--- config.mk ---
export PLATFORM = sky130hd
export DESIGN_NAME = result_writer_flat
export DESIGN_NICKNAME = d
export VERILOG_FILES = /design/src/rtl/ucisc_pkg.sv /design/src/rtl/result_writer_if.sv /design/src/rtl/wait_counter.sv /design/src/rtl/result_writer.sv /design/src/flat_wrapper.sv
export SDC_FILE = /design/constraint.sdc
export NUM_CORES = 1
export LEC_CHECK = 0
export CAP_MARGIN = 20
export CORE_ASPECT_RATIO = 1.2
export CORE_MARGIN = 8
export CORE_UTILIZATION = 45
export CTS_CLUSTER_DIAMETER = 100
export CTS_CLUSTER_SIZE = 30
export DETAILED_ROUTE_END_ITERATION = 6
export PLACE_DENSITY_LB_ADDON = 0.25
export SYNTH_ARGS = -nofsm -noshare
export SYNTH_HDL_FRONTEND = slang
export SYNTH_SLANG_ARGS = --single-unit
--- constraint.sdc ---
create_clock -name clock -period 1.8 [get_ports clock]
set_input_delay 0.27 -clock clock [delete_from_list [all_inputs] [get_ports clock]]
set_output_delay 0.27 -clock clock [all_outputs]
set_load 0.03 [all_outputs]
--- src/rtl/ucisc_pkg.sv ---
// ============================================================================
// Module  : ucisc_pkg
// Brief   : Shared types and encodings for the uCISC write-back stage.
// Revision: 1.0
// ============================================================================
`default_nettype none

package ucisc_pkg;

    typedef enum logic [1:0] {
        IDLE   = 2'd0,
        ISSUE  = 2'd1,
        COMMIT = 2'd2,
        DONE   = 2'd3
    } wb_state_t;

    localparam logic [1:0] INC_NONE = 2'b00;
    localparam logic [1:0] INC_UP   = 2'b01;
    localparam logic [1:0] INC_DOWN = 2'b10;

    localparam logic [1:0] STEP_0 = 2'd0;
    localparam logic [1:0] STEP_1 = 2'd1;
    localparam logic [1:0] STEP_2 = 2'd2;
    localparam logic [1:0] STEP_3 = 2'd3;

endpackage

`default_nettype wire

--- src/rtl/result_writer_if.sv ---
// ============================================================================
// Module  : result_writer_if
// Brief   : Sequencer/memory/register-file bundle around the write-back stage.
// Revision: 1.0
// ============================================================================
`default_nettype none

interface result_writer_if #(
    parameter int WIDTH = 16
);
    logic [1:0]       step;
    logic [1:0]       write_on;
    logic             enable;
    logic             is_mem;
    logic [1:0]       inc_mode;
    logic [WIDTH-1:0] immediate;
    logic [WIDTH-1:0] dest_reg_value;
    logic [WIDTH-1:0] result;
    logic             mem_ready;
    logic             mem_write;
    logic [WIDTH-1:0] write_address;
    logic [WIDTH-1:0] write_data;
    logic             reg_write;
    logic [WIDTH-1:0] reg_value;
    logic             stall;
    logic             write_error;

    modport master (
        output step, write_on, enable, is_mem, inc_mode,
               immediate, dest_reg_value, result, mem_ready,
        input  mem_write, write_address, write_data,
               reg_write, reg_value, stall, write_error
    );

    modport slave (
        input  step, write_on, enable, is_mem, inc_mode,
               immediate, dest_reg_value, result, mem_ready,
        output mem_write, write_address, write_data,
               reg_write, reg_value, stall, write_error
    );

endinterface

`default_nettype wire

--- src/rtl/wait_counter.sv ---
// ============================================================================
// Module  : wait_counter
// Brief   : Counts active cycles and flags the cycle in which MAX is reached.
// Revision: 1.0
// ============================================================================
`default_nettype none

module wait_counter #(
    parameter int MAX = 15
) (
    input  wire logic clock,
    input  wire logic reset_n,
    input  wire logic clear,
    input  wire logic count,
    output logic      expired
);
    localparam int             CW     = $clog2(MAX + 1);
    localparam logic [CW-1:0]  C_LAST = CW'(MAX - 1);

    logic [CW-1:0] r_count;

    always_ff @(posedge clock or negedge reset_n) begin
        if (!reset_n) begin
            r_count <= '0;
        end else if (clear) begin
            r_count <= '0;
        end else if (count) begin
            r_count <= r_count + 1'b1;
        end
    end

    // Fires during the MAX-th counted cycle so the owner can leave on that edge.
    assign expired = count && (r_count == C_LAST);

endmodule

`default_nettype wire

--- src/rtl/result_writer.sv ---
// ============================================================================
// Module  : result_writer
// Brief   : uCISC write-back: memory handshake or register strobe, optional
//           post-inc/dec of the destination register, stall until committed.
// Revision: 1.0
// ============================================================================
`default_nettype none

module result_writer
    import ucisc_pkg::*;
#(
    parameter int WIDTH    = 16,
    parameter int MAX_WAIT = 15
) (
    input  wire logic      clock,
    input  wire logic      reset_n,
    result_writer_if.slave bus
);
    wb_state_t        r_state;
    wb_state_t        w_next;
    logic [WIDTH-1:0] r_addr;
    logic [WIDTH-1:0] r_data;
    logic [WIDTH-1:0] r_upd;
    logic             r_is_mem;
    logic             r_inc_en;
    logic             r_error;
    logic             w_trigger;
    logic             w_expired;
    logic             w_stall;
    logic             w_mem_write;
    logic             w_reg_write;
    logic [WIDTH-1:0] w_reg_value;

    // Gated by reset_n so a held trigger cannot raise stall while in reset.
    assign w_trigger = reset_n && (r_state == IDLE) &&
                       (bus.step == bus.write_on) && bus.enable;

    wait_counter #(
        .MAX (MAX_WAIT)
    ) u_wait_counter (
        .clock   (clock),
        .reset_n (reset_n),
        .clear   (r_state != ISSUE),
        .count   (r_state == ISSUE),
        .expired (w_expired)
    );

    always_ff @(posedge clock or negedge reset_n) begin
        if (!reset_n) begin
            r_state <= IDLE;
        end else begin
            r_state <= w_next;
        end
    end

    always_comb begin
        w_next      = r_state;
        w_stall     = 1'b0;
        w_mem_write = 1'b0;
        w_reg_write = 1'b0;
        w_reg_value = '0;
        case (r_state)
            IDLE: begin
                if (w_trigger) begin
                    w_stall = 1'b1;
                    w_next  = bus.is_mem ? ISSUE : COMMIT;
                end
            end
            ISSUE: begin
                w_stall     = 1'b1;
                w_mem_write = 1'b1;
                if (bus.mem_ready || w_expired) begin
                    w_next = COMMIT;
                end
            end
            COMMIT: begin
                w_next = DONE;
                if (!r_is_mem) begin
                    w_reg_write = 1'b1;
                    w_reg_value = r_data;
                end else if (r_inc_en) begin
                    w_reg_write = 1'b1;
                    w_reg_value = r_upd;
                end
            end
            DONE: begin
                if (bus.step != bus.write_on) begin
                    w_next = IDLE;
                end
            end
            default: w_next = IDLE;
        endcase
    end

    always_ff @(posedge clock or negedge reset_n) begin
        if (!reset_n) begin
            r_addr   <= '0;
            r_data   <= '0;
            r_upd    <= '0;
            r_is_mem <= 1'b0;
            r_inc_en <= 1'b0;
            r_error  <= 1'b0;
        end else begin
            if (w_trigger) begin
                r_addr   <= bus.dest_reg_value + bus.immediate;
                r_data   <= bus.result;
                r_upd    <= (bus.inc_mode == INC_DOWN) ? bus.dest_reg_value - WIDTH'(1)
                                                       : bus.dest_reg_value + WIDTH'(1);
                r_is_mem <= bus.is_mem;
                r_inc_en <= (bus.inc_mode == INC_UP) || (bus.inc_mode == INC_DOWN);
            end
            // A ready seen on the expiry edge still counts as a transfer.
            if ((r_state == ISSUE) && !bus.mem_ready && w_expired) begin
                r_error <= 1'b1;
            end
        end
    end

    assign bus.mem_write     = w_mem_write;
    assign bus.write_address = w_mem_write ? r_addr : '0;
    assign bus.write_data    = w_mem_write ? r_data : '0;
    assign bus.reg_write     = w_reg_write;
    assign bus.reg_value     = w_reg_value;
    assign bus.stall         = w_stall;
    assign bus.write_error   = r_error;

endmodule

`default_nettype wire

--- src/flat_wrapper.sv ---
// flat-port wrapper written by rule: the top's interface ports become plain ports
module result_writer_flat import ucisc_pkg::*;
#(
    parameter int WIDTH    = 16,
    parameter int MAX_WAIT = 15
)
  (clock, reset_n, bus_step, bus_write_on, bus_enable, bus_is_mem, bus_inc_mode, bus_immediate, bus_dest_reg_value, bus_result, bus_mem_ready, bus_mem_write, bus_write_address, bus_write_data, bus_reg_write, bus_reg_value, bus_stall, bus_write_error);
  result_writer_if #(.WIDTH(WIDTH)) bus_i ();
  input  wire logic clock;
  input  wire logic reset_n;
  input wire logic [$bits(bus_i.step)-1:0] bus_step;
  input wire logic [$bits(bus_i.write_on)-1:0] bus_write_on;
  input wire logic [$bits(bus_i.enable)-1:0] bus_enable;
  input wire logic [$bits(bus_i.is_mem)-1:0] bus_is_mem;
  input wire logic [$bits(bus_i.inc_mode)-1:0] bus_inc_mode;
  input wire logic [$bits(bus_i.immediate)-1:0] bus_immediate;
  input wire logic [$bits(bus_i.dest_reg_value)-1:0] bus_dest_reg_value;
  input wire logic [$bits(bus_i.result)-1:0] bus_result;
  input wire logic [$bits(bus_i.mem_ready)-1:0] bus_mem_ready;
  output wire logic [$bits(bus_i.mem_write)-1:0] bus_mem_write;
  output wire logic [$bits(bus_i.write_address)-1:0] bus_write_address;
  output wire logic [$bits(bus_i.write_data)-1:0] bus_write_data;
  output wire logic [$bits(bus_i.reg_write)-1:0] bus_reg_write;
  output wire logic [$bits(bus_i.reg_value)-1:0] bus_reg_value;
  output wire logic [$bits(bus_i.stall)-1:0] bus_stall;
  output wire logic [$bits(bus_i.write_error)-1:0] bus_write_error;
  assign bus_i.step = bus_step;
  assign bus_i.write_on = bus_write_on;
  assign bus_i.enable = bus_enable;
  assign bus_i.is_mem = bus_is_mem;
  assign bus_i.inc_mode = bus_inc_mode;
  assign bus_i.immediate = bus_immediate;
  assign bus_i.dest_reg_value = bus_dest_reg_value;
  assign bus_i.result = bus_result;
  assign bus_i.mem_ready = bus_mem_ready;
  assign bus_mem_write = bus_i.mem_write;
  assign bus_write_address = bus_i.write_address;
  assign bus_write_data = bus_i.write_data;
  assign bus_reg_write = bus_i.reg_write;
  assign bus_reg_value = bus_i.reg_value;
  assign bus_stall = bus_i.stall;
  assign bus_write_error = bus_i.write_error;
  result_writer #(.WIDTH(WIDTH), .MAX_WAIT(MAX_WAIT)) u_core (.clock(clock), .reset_n(reset_n), .bus(bus_i));
endmodule
Word-level counts from Yosys, hierarchy flattened --
Index checks and enable logic that the tools add are counted.
Storage, ports and cells: input port bits 59, flip-flop bits (word level) 57, output and inout port bits 52
Operators by class: multiplexer cells 19, reduce and logical (&&, ||, !) cells 12, equal/unequal tests 12, $add $sub $neg 4
Operator list (number):
- $mux W16 | 6
- $add A16 B1 Y16 const B | 1
- $add A16 B16 Y16 | 1
- $sub A16 B1 Y16 const B | 1
- $mux W2 | 4
- $mux W4 | 2
- $ne A2 B1 Y1 const B | 4
- $pmux W2 S4 | 1
- $eq A2 B2 Y1 const B | 3
- $logic_and A1 B1 Y1 | 6
- $mux W1 | 5
- $add A4 B1 Y4 const B | 1
- $eq A2 B1 Y1 const B | 2
- $eq A4 B4 Y1 const B | 1
- $reduce_and A3 Y1 | 1
- $eq A2 B2 Y1 | 1
- $logic_not A2 Y1 | 1
- $logic_or A1 B1 Y1 | 2
- $ne A2 B2 Y1 | 1
- $pmux W1 S2 | 1
- $reduce_bool A2 Y1 | 1
- $logic_not A1 Y1 | 1

Logic depth before layout (Yosys ltp) --
Gate-level depths: netlist (run 1).
depth in word-level cells 6, mapped depth 14, mapped depth without buffers 10

Modules after synthesis --
A second synthesis (run 1) with hierarchy kept.
Unflattened totals: cells, all modules 563, area, all modules 4565.6 µm²
By module, submodules not included:
- result_writer | area an instance 4342.9 µm², cells an instance 543, instances 1, sequential area each 1326.3 µm²
- wait_counter | area an instance 222.7 µm², cells an instance 20, instances 1, sequential area each 100.1 µm²

Worst setup path after synthesis (run 1) --
OpenSTA, ideal clock, no wires.
kind input port to flip-flop, start point input port bus_inc_mode[0], end point register u_core.r_upd[10], slack -1054 ps, stages 14, data required time 1667 ps, data arrival time 2721 ps, buffers on the path 4, cell sequence inv_1 ha_1 clkbuf_1 buf_6 clkbuf_1 buf_6 xor2_1 ha_1 and3b_1 o21ai_0 a21oi_1 o21ai_0 xnor2_1 o21ai_0
Between the ends: cells in the longest elaborated chain, start to end 2
RTL lines:
- start, declared | RTL line flat_wrapper.sv:15 | input wire logic [$bits(bus_i.inc_mode)-1:0] bus_inc_mode;
- $eq A2 B2 Y1 | RTL line result_writer.sv:107 | r_upd <= (bus.inc_mode == INC_DOWN) ? bus.dest_reg_value - WIDTH'(1)
- $mux W16 | RTL line result_writer.sv:107
- end signal, assigned | RTL line result_writer.sv:107
- end, declared | RTL line result_writer.sv:23 | logic [WIDTH-1:0] r_upd;
No other way between the ends. A chain may end at the register's enable or synchronous reset.

Final worst setup path (run 1) --
start point register u_core.r_state[1], end point output port bus_write_data[6]
Between the ends: cells in the longest elaborated chain, start to end 3
RTL lines:
- start, declared | RTL line result_writer.sv:19 | wb_state_t r_state;
- start signal, assigned | RTL line result_writer.sv:52 | r_state <= w_next;
- $eq A2 B1 Y1 | RTL line result_writer.sv:62 | case (r_state)
- $mux W1 | RTL line result_writer.sv:62
- $mux W16 | RTL line result_writer.sv:121 | assign bus.write_data = w_mem_write ? r_data : '0;
- end, declared | RTL line flat_wrapper.sv:22 | output wire logic [$bits(bus_i.write_data)-1:0] bus_write_data;
No other way between the ends.

==> flow_summary.yaml, run 1 <==
synthesis:
  yosys_most_used_dff: "sky130_fd_sc_hd__dfrtp_1"
  syn-cell-area_sq_um: 4400
  seq_area_frac_synth_pct: 32.41
  synthArstFlopShare_pct: 100.0
  synth-edff-count: 0
  synthCells: 501
  ys_ff_latch: 57
  postSynthAreaPerCell_sq_um: 8.783
  synth_warnings: 0
  synth_nets: 586
  synthDistinctLibCells: 62
final_layout:
  finish.net_count: 791
  syn_to_final_growth_pct: 73.81
  multi_input_comb_area_sq_um: 3563
  final_layout_size_suffix_gt1_share_pct: 50.35
  register_area_sq_um: 1428
  fillCellCount: 527
  num_antenna_cells: 0
setup_path:
  worstPathMaxFanout: 5
  worst-r2r-cell-count: 9
  critical_path_class: "flip-flop to output port"
  critical_path_required_ns: 1.53
  worst_r2r_startpoint: "u_core.r_state[1]$_DFFE_PN0P_"
  r2r_slack_ns: -0.01
  timing.critical_path.slowest_stage_cell: "sky130_fd_sc_hd__dfrtp_1"
  largest_incremental_delay_on_the_critical_path_ns: 0.40
  crit_path_cell_trace: "inv_2 -> ha_4 -> buf_6 -> clkbuf_16 -> and2_2 -> buf_6"
  timing.critical_path.to_type: "output port"
  critical_path.reg2reg.endpoint: "u_core.r_state[1]$_DFFE_PN0P_"
  cp.arrival_ns: 1.61
  crit_path_start_kind: "flip-flop"
  timing.critical_path.mode_cell: "sky130_fd_sc_hd__buf_6"
clocking:
  cts_buffer_depth: 2
  cts-buffers-inserted: 9
  cts_num_sinks: 57
  clkSlewWorstSetupHoldPaths_ns: 0.05
  ctsRootBufferMaster: "sky130_fd_sc_hd__clkbuf_16"
  tritoncts: "yes"
  level_count_of_the_clock_h_tree: 3
  clkLatencyLatePin_ns: 0.32
routing:
  detail_route.iter0.violations: 220
  routed_wirelength_mm: 17.58
  via_per_inst: 5.627
  final_antenna_net_count: 0
  remaining_drc_errors: 0
  route.vias.total: 4693
  avgRoutedWirePerCell_um: 21.08
  detail_route.first_pass.iterations: 5
grt:
  grt_pass1_wl_mm: 22.55
  grt_use_total_pct: 20.68
  grt_max_degree: 50
  grt_pass1_vias: 4547
  antenna_found_initial: 0
  grt_overflow: 0
run_status:
  status: "finished with violations"
  violations: "negative setup slack"
die:
  std_cell_rows: 39
  floorplan.initialDensity_pct: 46.25
  die_w_um: 106.3
  ios: 111
  floorplan.die.height_um: 124.3
  die_area_sq_um: 13210
  core_area_sq_um: 9515
power_and_ir_drop:
  leakage_nw: 3.412
  largest_voltage_drop_on_the_vdd_net_mv: 0.6091
  pwr_density_cell_nw_per_um2: 1179
  total_power_w: 0.009019
hold_path:
  hold_start: "bus_dest_reg_value[0]"
  worst_hold_depth: 3
  hold_end: "u_core.r_upd[0]$_DFFE_PN0P_"
  worstHoldPathType: "primary input to flip-flop"
placement:
  gp_routability_congestion: 0.8841
  placement.setup.worst_slack_ns: -0.8352
  dp_hpwl_mm: 10.19
  io_buffers: 110
timing:
  hold_viol_final: 0
  fin_crit_sh_pct: 104.2
  final_setup_violation_count: 51
  setup_ws_ns: -0.07601
  max-slew-margin-rel_pct: 58.30
  max_freq_mhz: 533.0
  timing.clock.skew_ns: 0.006060
  min_period_ns: 1.876
  grt_setup_unrepaired: "true"
  slew_viol_final: 0
  timing_worst_slew_pin_value_ns: 0.6255
run:
  number_of_max_cap_violations: 0
critical path: cells and delay by family, from the launching register on:
kind                       cells  cell delay [ns]
DFF                            1             0.40
adders and majority gates      1             0.20
and+or+nand+nor                1             0.17
buffers and inverters          4             0.52
per-layer routing:
metal,vias to the layer above,routed length (um),global-route usage (%)
li1,2148,-,-
met1,2317,6799,24.79
met2,191,9429,35.88
met3,37,834,3.675
met4,0,518,7.220
met5,-,0,0
worst max path at each step:
stage	startpoint	end	slack [ns]	cells past startpoint
4_1_cts	bus_dest_reg_value[13]	u_core.r_upd[15]$_DFFE_PN0P_	-0.04	8
2_1_floorplan	bus_inc_mode[0]	u_core.r_upd[6]$_DFFE_PN0P_	-0.54	14
3_5_place_dp	bus_inc_mode[0]	u_core.r_upd[5]$_DFFE_PN0P_	-0.84	10
3_3_place_gp	bus_dest_reg_value[1]	u_core.r_addr[15]$_DFFE_PN0P_	-0.78	10
5_1_grt	u_core.r_state[1]$_DFFE_PN0P_	u_core.r_state[0]$_DFFE_PN0P_	-0.14	9
6_report	u_core.r_state[1]$_DFFE_PN0P_	bus_write_data[6]	-0.08	6
logic make-up after synthesis:
family                     share of synthesized area, %
and+or+nand+nor                                   19.96
xor gates and xnor gates                          8.559
muxes                                             9.212
DFF                                               32.41
buffers and inverters                             5.487
adders and majority gates                         7.563
AOI/OAI and AO/OA                                 16.80
registers in the layout, indices dropped and copies added (netlist names):
name,flops
u_core.r_addr,16
u_core.r_data,16
u_core.r_upd,16
u_core.u_wait_counter.r_count,4
u_core.r_state,2
u_core.bus.write_error,1
u_core.r_inc_en,1
u_core.r_is_mem,1
layout by cell type (no fill, tap or decap), drive strengths merged, types with 4 or more instances in the layout:
master,count
buf,175
dfrtp,57
nand2,51
o21ai,51
and2,36
clkdlybuf4s50,30
nor2,30
xnor2,28
ha,25
a21oi,22
mux2,20
mux2i,18
clkbuf,17
xor2,15
inv,15
dlygate4sd2,8
nor3,8
nor2b,7
nand3,7
dlymetal6s2s,6
nor4,6
o211ai,5
clkinv,5
o31ai,5
a21o,4
nand2b,4
through the flow:
step                      hold WS (ns)  cells  cell area (sq um)  utilization, %  setup TNS (ns)
after floorplan               -0.02559    501               4551               -          -2.813
after CTS                       0.3774    817               6827           71.74        -0.03792
after global routing            0.3603    834               7649           80.38          -4.420
after global placement          0.1773    785               6166           64.80          -18.50
final                           0.3609    834               7649           80.38          -1.880
after detailed placement        0.1800    785               6166           64.80          -20.17
timing repair:
action / in CTS / in global routing
cloned: 1 / 5
endpoints found under the hold margin: 8 / 0
hold buffers: 1 / 0
gates resized for setup: 118 / 197
pin swaps: 48 / 61
setup buffers: 16 / 13
setup endpoints to repair: 69 / 74
synth_stat cells, types with 5 or more instances:
cell type,count,share of area [%]
sky130_fd_sc_hd__xor2_1,15,3.0
sky130_fd_sc_hd__a21oi_1,21,2.4
sky130_fd_sc_hd__and2_1,36,5.1
sky130_fd_sc_hd__inv_1,15,1.3
sky130_fd_sc_hd__o31ai_1,5,0.85
sky130_fd_sc_hd__nor2_1,30,2.6
sky130_fd_sc_hd__nor4_1,6,0.85
sky130_fd_sc_hd__mux2i_1,18,4.1
sky130_fd_sc_hd__buf_6,5,1.3
sky130_fd_sc_hd__o21ai_0,48,5.5
sky130_fd_sc_hd__clkbuf_1,22,1.9
sky130_fd_sc_hd__nor3_1,8,0.91
sky130_fd_sc_hd__dfrtp_1,57,32
sky130_fd_sc_hd__mux2_2,20,5.1
sky130_fd_sc_hd__nand2_1,51,4.4
sky130_fd_sc_hd__xnor2_1,28,5.6
sky130_fd_sc_hd__o211ai_1,5,0.85
sky130_fd_sc_hd__nand3_1,7,0.80
sky130_fd_sc_hd__nor2b_1,7,1.0
sky130_fd_sc_hd__ha_1,25,7.1
cell type report:
class | instances | area share (%)
multi-input combinational | 395 | 46.59
clock inverter | 4 | 0.2617
tap | 123 | 2.012
timing repair buffer | 227 | 28.37
inverter | 16 | 1.014
sequential | 57 | 18.67
clock buffer | 12 | 3.092
power by group:
part	leakage (nW)	total (W)	switching [W]	internal (W)
clock network	0.130	0.00147	0.000551	0.000919
logic	2.55	0.00515	0.00271	0.00244
registers	0.735	0.00240	0.000538	0.00186
(Power assumes the default switching activity.)
==> inputs of run 2 (changes only) <==
==> constraint.sdc (replaced) <==
create_clock -name clock -period 1.8 [get_ports clock]
set_input_delay 0.36 -clock clock [delete_from_list [all_inputs] [get_ports clock]]
set_output_delay 0.36 -clock clock [all_outputs]
set_load 0.03 [all_outputs]
==> flow_summary.yaml, run 2 (synthesis results as in run 1) <==
run_status:
  status: "finished with violations"
  violations: "negative setup slack"
routing:
  via_per_inst: 5.555
  routed_wirelength_mm: 17.04
  avgRoutedWirePerCell_um: 20.53
  detail_route.iter0.violations: 263
  detail_route.first_pass.iterations: 4
  route.vias.total: 4611
  final_antenna_net_count: 0
  remaining_drc_errors: 0
setup_path:
  cp.arrival_ns: 1.62
  critical_path.reg2reg.endpoint: "u_core.r_state[0]$_DFFE_PN0P_"
  worstPathMaxFanout: 11
  critical_path_class: "flip-flop to output port"
  timing.critical_path.to_type: "output port"
  crit_path_start_kind: "flip-flop"
  worst-r2r-cell-count: 8
  r2r_slack_ns: -0.05
  worst_r2r_startpoint: "u_core.r_state[0]$_DFFE_PN0P_"
  critical_path_required_ns: 1.44
grt:
  grt_pass1_vias: 4697
  grt_pass1_wl_mm: 24.43
  grt_use_total_pct: 22.69
  grt_max_degree: 48
  antenna_found_initial: 1
  grt_overflow: 0
die:
  die_w_um: 106.3
  std_cell_rows: 39
  ios: 111
  core_area_sq_um: 9515
  floorplan.die.height_um: 124.3
  floorplan.initialDensity_pct: 46.25
  die_area_sq_um: 13210
clocking:
  ctsRootBufferMaster: "sky130_fd_sc_hd__clkbuf_16"
  tritoncts: "yes"
  cts_buffer_depth: 2
  cts_num_sinks: 57
  level_count_of_the_clock_h_tree: 3
  cts-buffers-inserted: 9
  clkSlewWorstSetupHoldPaths_ns: 0.05
  clkLatencyLatePin_ns: 0.32
run:
  number_of_max_cap_violations: 0
final_layout:
  final_cells: 830
  layout_common_cells: "sky130_fd_sc_hd__buf_4, sky130_fd_sc_hd__buf_6, sky130_fd_sc_hd__dfrtp_1"
  finish.net_count: 786
  most_common_cell_after_layout_fill_and_taps_aside: "sky130_fd_sc_hd__buf_4"
  syn_to_final_growth_pct: 74.07
  largestRegisters: "u_core.r_addr x16, u_core.r_data x16, u_core.r_upd x16"
  final_layout_size_suffix_gt1_share_pct: 50.00
timing:
  fin_crit_sh_pct: 109.9
  min_period_ns: 1.979
  hold_viol_final: 0
  totalNegativeSetupSlack_ns: -6.246
  grt_setup_unrepaired: "true"
  slew_viol_final: 0
  setup_ws_ns: -0.1786
  final_setup_violation_count: 55
  max_freq_mhz: 505.4
  timing.clock.skew_ns: 0.009328
  max-slew-margin-rel_pct: 59.99
  timing_worst_slew_pin_value_ns: 0.6002
hold_path:
  worstHoldPathType: "primary input to asynchronous set/reset pin"
placement:
  gp_routability_congestion: 0.8903
  numPlacedInstances: 787
  io_buffers: 110
  dp_hpwl_mm: 10.35
power_and_ir_drop:
  total_power_w: 0.009253
  leakage_nw: 3.391
  largest_voltage_drop_on_the_vdd_net_mv: 0.5272
  pwr_density_cell_nw_per_um2: 1208
-- run 2: cell types whose count changed in the layout (fill, tap and decap cells not counted), sizes merged --
cell,delta
diode,+1
buf,-3
dlygate4sd2,+7
dlymetal6s2s,-1
clkdlybuf4s50,-6
clkbuf,+3
dlygate4sd3,-1
clkinv,-2
clkdlybuf4s15,-2
-- run 2: repair_timing --
action                                  CTS  global route
endpoints found under the setup margin   77            67
hold buffers                              0             0
cloned                                    3             2
setup buffers                            16             6
gates resized for setup                 232            74
pin swaps                                57            53
-- run 2: metal layers --
metal  track usage [%]  up-vias  part of all wire (%)
li1                  -     2157                     -
met1             26.65     2247                    40
met2             40.67      176                    53
met3             3.934       31                   5.0
met4             6.639        0                   2.9
met5                 0        -                     0
-- run 2: worst max-delay path, stage by stage (launching register included) --
cell and delay [ns]:
sky130_fd_sc_hd__dfrtp_2 0.45, sky130_fd_sc_hd__inv_4 0.10, sky130_fd_sc_hd__ha_4 0.26, sky130_fd_sc_hd__clkbuf_16 0.20, sky130_fd_sc_hd__and2_4 0.15, sky130_fd_sc_hd__buf_6 0.12
-- run 2: cell type report --
| class | count | area (sq um) |
|---|---|---|
| antenna | 1 | 2.502 |
| clock buffer | 14 | 284.0 |
| clock inverter | 2 | 10.01 |
| fill | 525 | 1856 |
| inverter | 16 | 77.57 |
| multi-input combinational | 395 | 3543 |
| sequential | 57 | 1429 |
| tap | 123 | 153.9 |
| timing repair buffer | 222 | 2160 |
-- run 2: worst max path at each step --
| stage | slack [ns] | endpoint | from |
|---|---|---|---|
| final | -0.18 | bus_write_data[9] | u_core.r_state[1]$_DFFE_PN0P_ |
| after global routing | -0.21 | bus_write_data[9] | u_core.r_state[1]$_DFFE_PN0P_ |
| after CTS | -0.12 | bus_reg_value[3] | u_core.r_state[0]$_DFFE_PN0P_ |
| after detailed placement | -0.91 | u_core.r_upd[8]$_DFFE_PN0P_ | bus_inc_mode[0] |
| after global placement | -0.85 | u_core.r_upd[8]$_DFFE_PN0P_ | bus_inc_mode[0] |
| after floorplan | -0.63 | u_core.r_upd[6]$_DFFE_PN0P_ | bus_inc_mode[0] |
-- run 2: where the power goes --
part	switching [W]	leakage, nW	internal (W)
Sequential	0.000546	0.734	0.00186
Clock	0.000568	0.149	0.00108
Combinational	0.00274	2.51	0.00246
-- run 2: through the flow --
stage / cell area [sq um] / util [%] / hold slack (ns) / setup slack, ns
floorplan: 4631 / - / 0.06441 / -0.6348
global placement: 6259 / 65.77 / 0.3947 / -0.8484
detailed placement: 6259 / 65.77 / 0.3959 / -0.9074
CTS: 7312 / 76.84 / 0.05247 / -0.1168
global route: 7660 / 80.50 / 0.06066 / -0.2125
finish: 7660 / 80.50 / 0.05228 / -0.1786
==> inputs of run 3 (changes only) <==
--- a/config.mk
+++ b/config.mk
@@ -6,7 +6,6 @@
 export NUM_CORES = 1
 export LEC_CHECK = 0
 export CAP_MARGIN = 20
-export CORE_ASPECT_RATIO = 1.2
 export CORE_MARGIN = 8
 export CORE_UTILIZATION = 45
 export CTS_CLUSTER_DIAMETER = 100
==> flow_summary.yaml, run 3 (synthesis results as in run 1) <==
clocking:
  cts-buffers-inserted: 9
  cts_num_sinks: 57
  cts_buffer_depth: 2
  cts.hold.buffers_added: 0
  level_count_of_the_clock_h_tree: 3
  tritoncts: "yes"
  clkLatencyLatePin_ns: 0.34
  clkSlewWorstSetupHoldPaths_ns: 0.07
  ctsRootBufferMaster: "sky130_fd_sc_hd__clkbuf_8"
timing:
  timing.clock.skew_ns: 0.006718
  max_freq_mhz: 516.8
  min_period_ns: 1.935
  timing_worst_slew_pin_value_ns: 0.5696
  max-slew-margin-rel_pct: 62.03
  final_setup_violation_count: 53
  fin_crit_sh_pct: 107.5
  grt_setup_unrepaired: "true"
  slew_viol_final: 0
  setup_ws_ns: -0.1349
  totalNegativeSetupSlack_ns: -3.927
  hold_viol_final: 0
  holdWs_ns: 0.09734
final_layout:
  finish.net_count: 789
  syn_to_final_growth_pct: 72.05
  fillCellCount: 630
  final_cells: 842
  layout_common_cells: "sky130_fd_sc_hd__buf_4, sky130_fd_sc_hd__buf_6, sky130_fd_sc_hd__dfrtp_1"
  final_layout_size_suffix_gt1_share_pct: 50.21
  most_common_cell_after_layout_fill_and_taps_aside: "sky130_fd_sc_hd__buf_4"
  largestRegisters: "u_core.r_addr x16, u_core.r_data x16, u_core.r_upd x16"
  num_antenna_cells: 0
setup_path:
  largest_incremental_delay_on_the_critical_path_ns: 0.38
  timing.critical_path.to_type: "output port"
  worstPathMaxFanout: 17
  cp_num_buf_inv: 2
  crit_path_start_kind: "flip-flop"
  critical_path_required_ns: 1.44
  cp.arrival_ns: 1.57
  critPathTopFamily: "buffers and inverters"
  critical_path_class: "flip-flop to output port"
  timing.critical_path.slowest_stage_cell: "sky130_fd_sc_hd__dfrtp_1"
  crit_path_cell_trace: "buf_6 -> mux2i_1 -> nor2_4 -> buf_6"
  timing.critical_path.mode_cell: "sky130_fd_sc_hd__buf_6"
run_status:
  violations: "negative setup slack"
  status: "finished with violations"
run:
  number_of_max_cap_violations: 0
grt:
  grt_use_total_pct: 21.77
  antenna_found_initial: 0
  grt_pass1_vias: 4601
  grt_overflow: 0
  grt_max_degree: 51
  grt_pass1_wl_mm: 23.18
routing:
  routed_wirelength_mm: 16.02
  remaining_drc_errors: 0
  route.vias.total: 4547
  final_antenna_net_count: 0
  via_per_inst: 5.400
  avgRoutedWirePerCell_um: 19.02
  detail_route.first_pass.iterations: 4
  detail_route.iter0.violations: 275
placement:
  placement.setup.worst_slack_ns: -0.8795
  dp_hpwl_mm: 10.30
  numPlacedInstances: 795
  gp_routability_congestion: 0.8770
  io_buffers: 110
die:
  floorplan.initialDensity_pct: 45.65
  die_w_um: 114.9
  ios: 111
  std_cell_rows: 36
  die_area_sq_um: 13200
  core_area_sq_um: 9639
  floorplan.die.height_um: 114.9
hold_path:
  worstHoldPathType: "primary input to asynchronous set/reset pin"
power_and_ir_drop:
  leakage_nw: 3.360
  total_power_w: 0.008469
  largest_voltage_drop_on_the_vdd_net_mv: 0.6117
  pwr_density_cell_nw_per_um2: 1119
## run 3: worst reg2reg max path: cells and delay by family (launching register included)
kind,cells,cell delay (ns)
fa+ha+maj,1,0.19
compound gates,2,0.38
simple gates,3,0.29
flops,1,0.42
buf+inv,2,0.30
## run 3: per-stage QoR
stage	cell area [sq um]	util (%)
after floorplan	4631	-
after global placement	6231	64.64
after detailed placement	6231	64.64
after CTS	7046	73.09
after global routing	7571	78.54
final	7571	78.54
## run 3: final timing paths
kind                       slack, ns                          startpoint  depth (start not counted)                            endpoint
hold / removal                   0.1                             reset_n                          2       u_core.r_data[14]$_DFFE_PN0P_
max in group asynchronous       1.15                             reset_n                          2       u_core.r_addr[13]$_DFFE_PN0P_
hold reg to reg                 0.48  u_core.bus.write_error$_DFFE_PN0P_                          1  u_core.bus.write_error$_DFFE_PN0P_
setup / recovery               -0.13         u_core.r_is_mem$_DFFE_PN0P_                          4                    bus_reg_value[4]
setup reg to reg                0.10       u_core.r_state[0]$_DFFE_PN0P_                          8       u_core.r_state[1]$_DFFE_PN0P_
min in group clock              0.36               bus_dest_reg_value[0]                          3         u_core.r_upd[0]$_DFFE_PN0P_
## run 3: layout make-up
class | count | area, sq um | area share [%]
sequential | 57 | 1428 | 18.86
tap | 133 | 166.4 | 2.198
multi-input combinational | 395 | 3570 | 47.15
timing repair buffer | 225 | 2136 | 28.21
inverter | 16 | 75.07 | 0.9916
clock buffer | 11 | 141.4 | 1.867
clock inverter | 5 | 55.05 | 0.7272
## run 3: repair_timing
action	CTS	global route
pin swaps	51	48
setup endpoints to repair	76	74
gates cloned	1	2
buffers inserted	19	11
gates resized for setup	188	115
## run 3: report_power, final
group | total (W) | internal [W] | switching (W) | leakage [nW]
combinational | 0.00490 | 0.00236 | 0.00254 | 2.53
clock | 0.00120 | 0.000672 | 0.000526 | 0.0953
sequential | 0.00237 | 0.00186 | 0.000514 | 0.735
## run 3: per-layer routing
layer / up-vias / global-route usage, % / wire length [um]
met3: 34 / 4.307 / 873
met2: 144 / 37.61 / 8095
met1: 2203 / 26.70 / 6597
met4: 0 / 6.567 / 450
met5: - / 0 / 0
li1: 2166 / - / -
